## config.mk

```make
export PLATFORM = sky130hd
export DESIGN_NAME = seg_mux_scheduler
export DESIGN_NICKNAME = d
export VERILOG_FILES = /design/src/rtl/seg_mux_scheduler.sv
export SDC_FILE = /design/constraint.sdc
export NUM_CORES = 1
export LEC_CHECK = 0
export ABC_AREA = 1
export CAP_MARGIN = 20
export CORE_MARGIN = 2
export CORE_UTILIZATION = 55
export DETAILED_ROUTE_END_ITERATION = 8
export HOLD_SLACK_MARGIN = 0.12
export PLACE_DENSITY_LB_ADDON = 0.3
export SYNTH_ARGS = -nofsm -noshare
export SYNTH_HDL_FRONTEND = slang
export SYNTH_SLANG_ARGS = --single-unit
export TNS_END_PERCENT = 5
```

## constraint.sdc

```tcl
create_clock -name clk -period 5.53 [get_ports clk]
set_input_delay 0.553 -clock clk [delete_from_list [all_inputs] [get_ports clk]]
set_output_delay 0.553 -clock clk [all_outputs]
set_load 0.005 [all_outputs]
```

## src/rtl/seg_mux_scheduler.sv

```systemverilog
// seg_mux_scheduler: time-multiplexes two hex nibbles onto one shared
// seven-segment decoder driving a dual common-anode display.
// Rotation is SHOW0 -> GAP0 -> SHOW1 -> GAP1 -> SHOW0. Both anodes are dark
// during the gaps so the decoder can settle on the next digit without ghosting.
// Optional build macro: SEG_MUX_LATCH_EN captures s0/s1 into shadow registers
// on every entry to SHOW0, so that a whole frame shows a coherent pair.
module seg_mux_scheduler #(
  parameter int DWELL_CYCLES = 100_000,
  parameter int BLANK_CYCLES = 4_800,
  parameter int CNT_W        = 24
) (
  input  logic       clk,
  input  logic       reset_n,
  input  logic       enable,
  input  logic [3:0] s0,
  input  logic [3:0] s1,
  output logic [3:0] hex_out,
  output logic [1:0] an,
  output logic       digit_sel,
  output logic       frame_tick
);

  typedef enum logic [2:0] {
    IDLE  = 3'd0,
    SHOW0 = 3'd1,
    GAP0  = 3'd2,
    SHOW1 = 3'd3,
    GAP1  = 3'd4
  } state_t;

  // Last counter value of each phase; with no gap the blank value is unused.
  localparam logic [CNT_W-1:0] DWELL_LAST = CNT_W'(DWELL_CYCLES - 1);
  localparam logic [CNT_W-1:0] BLANK_LAST =
    CNT_W'((BLANK_CYCLES > 0) ? (BLANK_CYCLES - 1) : 0);
  localparam bit HAS_GAP = (BLANK_CYCLES > 0);

  state_t           state;
  state_t           next_state;
  logic [CNT_W-1:0] cnt;
  logic             dwell_done;
  logic             blank_done;
  logic [1:0]       an_next;
  logic             digit_sel_next;
  logic             tick_next;

  assign dwell_done = (cnt == DWELL_LAST);
  assign blank_done = (cnt == BLANK_LAST);

  // Next-state selection; dropping enable forces IDLE from any state.
  always_comb begin
    next_state = state;
    if (!enable) begin
      next_state = IDLE;
    end else begin
      case (state)
        IDLE:    next_state = SHOW0;
        SHOW0:   if (dwell_done) next_state = HAS_GAP ? GAP0 : SHOW1;
        GAP0:    if (blank_done) next_state = SHOW1;
        SHOW1:   if (dwell_done) next_state = HAS_GAP ? GAP1 : SHOW0;
        GAP1:    if (blank_done) next_state = SHOW0;
        default: next_state = IDLE;
      endcase
    end
  end

  // Output decode from the upcoming state so the registered outputs line up
  // with the state register; gaps already point digit_sel at the next digit.
  always_comb begin
    an_next        = 2'b11;
    digit_sel_next = 1'b0;
    tick_next      = 1'b0;
    case (next_state)
      SHOW0: begin
        an_next   = 2'b10;
        tick_next = (state != SHOW0);
      end
      GAP0: begin
        digit_sel_next = 1'b1;
      end
      SHOW1: begin
        an_next        = 2'b01;
        digit_sel_next = 1'b1;
      end
      default: begin
        an_next        = 2'b11;
        digit_sel_next = 1'b0;
      end
    endcase
  end

  // State register and phase counter; the counter restarts on every state change
  // and is held at zero while idle.
  always_ff @(posedge clk or negedge reset_n) begin
    if (!reset_n) begin
      state <= IDLE;
      cnt   <= '0;
    end else begin
      state <= next_state;
      if ((next_state != state) || (state == IDLE)) begin
        cnt <= '0;
      end else begin
        cnt <= cnt + 1'b1;
      end
    end
  end

  // Registered Moore outputs, so there is no combinational path from enable to an.
  always_ff @(posedge clk or negedge reset_n) begin
    if (!reset_n) begin
      an         <= 2'b11;
      digit_sel  <= 1'b0;
      frame_tick <= 1'b0;
    end else begin
      an         <= an_next;
      digit_sel  <= digit_sel_next;
      frame_tick <= tick_next;
    end
  end

`ifdef SEG_MUX_LATCH_EN
  logic [3:0] shadow0;
  logic [3:0] shadow1;

  // Capture the digit pair on each entry to SHOW0 so a frame never tears.
  always_ff @(posedge clk or negedge reset_n) begin
    if (!reset_n) begin
      shadow0 <= 4'h0;
      shadow1 <= 4'h0;
    end else if (tick_next) begin
      shadow0 <= s0;
      shadow1 <= s1;
    end
  end

  assign hex_out = digit_sel ? shadow1 : shadow0;
`else
  assign hex_out = digit_sel ? s1 : s0;
`endif

endmodule

```

==> out/qor.yml <==
status:
  status: "finished clean"
drt:
  drc: 0
  wirelength_um: 3490
  ant_nets: 0
  post_drt_wl_per_cell_um: 12.0
  vias: 1470
  drt_first_iter_violations: 51
  via_per_inst: 5.07
  drt-pass1-iter-count: 4
synth:
  yosys.area.top_type: "dfrtp_1"
  synthCells: 221
  synth_warnings: 0
  synth_xor_xnor_area_share_pct: 9.97
  synth.area.mux_share_pct: 2.33
  synth_simple_gate_area_share_pct: 38.3
  synth_adder_area_share_pct: 0.647
  yosysTopAreaCellShare_pct: 37.5
  ys_seq_area_share_pct: 40.3
  synth_cell_types: 24
  synth_top_family_by_area: "simple AND/OR/NAND/NOR gates"
  ys_ff_latch: 31
  syn_nets: 233
  synth_compound_area_share_pct: 0.971
  synthTopCellsByArea: "dfrtp_1 38%, nor2_4 12%, nand2_1 7.2%, xor2_1 6.3%, nor2_1 5.8%"
  syn_area_mm2: 0.00193
  syn_avg_cell_area_um2: 8.75
clock_network:
  clk_latency_ns: 0.33
  htree_levels: 2
  cts_root_buffer: "clkbuf_4"
  cts_buffers: 5
  cts_hold_buf: 0
  cts-resized-gates: 0
  tritoncts: "yes"
  cts_setup_buffers: 0
  cts.sinks: 31
  clock_path_buffers: 2
  clk_pin_slew_worst_paths_ns: 0.08
power_and_ir_drop:
  vdd_drop_max_v: 0.000159
  powerDensity_mw_per_mm2: 178
  p_leak_nw: 0.881
worst_setup_path:
  path_buf_inv: 0
  crit_slowest_cell: "nand3_4"
  worstPathArrival_ns: 2.64
  critical-path-top-delay-family: "simple AND/OR/NAND/NOR gates"
  path_class: "register to register"
  endpoint_kind: "register"
  max_stage_delay_ns: 0.49
  critical_path.cell_chain: "ha_1 > nand3_1 > nor2_2 > nand3_2 > nand2_1 > nand3_2 > nand2_2 > nand2_1 > nand2_2 > nand3_4 > nor2_1"
  r2r_setup_slack_ns: 3.13
  critPathMaxFanout: 24
  start_kind: "register"
  worstPathRequired_ns: 5.77
cells_and_area:
  nets: 257
  final_common_cell: "nand2_1"
  area_delta_synth_final_pct: 12.8
  final_cell_mix: "37 x nand2_1, 30 x nor2_1, 29 x dfrtp_1"
  fin_util_pct: 64.8
  n_antenna_cell: 0
  drive_gt1_share_pct: 20.5
hold_path:
  min_path_type: "register to register"
floorplanning:
  die_h_um: 63.3
  core-area_mm2: 0.00336
  dieArea_mm2: 0.00400
  rows: 21
  die_x_um: 63.3
  io_pins: 19
  initial_core_util_pct: 57.5
placement:
  dp_hpwl_um: 2670
  numPortBuffers: 18
  gp_congestion: 0.851
grt:
  grt_pass1_wl_um: 6540
  grt_usage_pct: 21.2
  grt_pass1_vias: 1515
  grt_max_degree: 32
  overflow: 0
  antenna_found_initial: 0
sta:
  post-route-period-util_pct: 43.3
  tns_ns: 0
  finClkSkew_ns: 0.00874
  rsz0062_at_grt: "no"
  drv_slew: 0
  hold_viol: 0
  max_slew.worst_pin.slew_ns: 0.684
  max_freq_ghz: 0.417
  period_needed_ns: 2.40
  max_slew_margin_pct: 54.4
  final-setup-viol-count: 0
run:
  maxCapViolations: 0
==> metal layers <==
metal | global-route usage, % | vias to the layer above | share of wire (%)
met1 | 25.2 | 683 | 42
met2 | 34.7 | 45 | 49
met5 | 0 | - | 0
met4 | 9.78 | 0 | 2.0
li1 | - | 734 | -
met3 | 6.96 | 8 | 6.9
==> kinds of logic (layout without fill, tap and decap cells) <==
kind of cell,after synthesis,count (layout)
AOI/OAI and AO/OA,3,3
xor gates and xnor gates,22,22
adders and majority gates,1,1
buffers and inverters,30,53
DFF,31,31
muxes,4,4
and+or+nand+nor,130,130
==> stage by stage <==
stage | hold slack (ns) | cell area, µm² | power, W | cells | setup slack [ns]
finish | 0.524 | 2180 | 0.000389 | 290 | 3.13
global route | 0.559 | 2180 | 0.000409 | 290 | 2.88
CTS | 0.523 | 2180 | 0.000393 | 290 | 3.11
detailed placement | 0.504 | 2140 | 0.000278 | 284 | 3.10
global placement | 0.492 | 2140 | 0.000277 | 284 | 3.24
floorplan | 0.257 | 1930 | 0.000262 | 221 | 3.73
==> worst paths after layout <==
check / start / end / depth (start not counted)
max: cnt[0] / cnt[2] / 11
min: cnt[0] / cnt[0] / 1
max reg2reg: cnt[0] / cnt[2] / 11
min reg2reg: cnt[0] / cnt[0] / 1
max in group asynchronous: reset_n / an[1] / 2
min in group asynchronous: reset_n / cnt[21] / 2
==> synthesized netlist by cell type (all sizes together) <==
master,count
ha,1
nand4,6
o21ai,2
nand3,16
mux2,4
nor2,54
nand2,43
xnor2,8
inv,28
buf,2
dfrtp,29
nor3,10
nor4,1
dfstp,2
a21oi,1
xor2,14
==> state kept, by name (all words and copies together), names as in the netlist <==
register / count
state: 3
an: 2
cnt: 24
digit_sel: 1
frame_tick: 1
==> power by group <==
part           internal [W]  total (W)  switching (W)
Clock             0.0000451   0.000116      0.0000710
Sequential         0.000229   0.000231     0.00000194
Combinational     0.0000166  0.0000413      0.0000247
Total              0.000291   0.000389      0.0000977
==> cell type report <==
cell class / count / area, µm²
clock buffers: 6 / 41.3
fillers: 332 / 1180
inverters: 28 / 105
multi-input cells: 160 / 1010
flip-flops and latches: 31 / 778
well taps: 46 / 57.6
repair buffers: 19 / 188
Note: power is estimated with default switching activity, not from simulation.
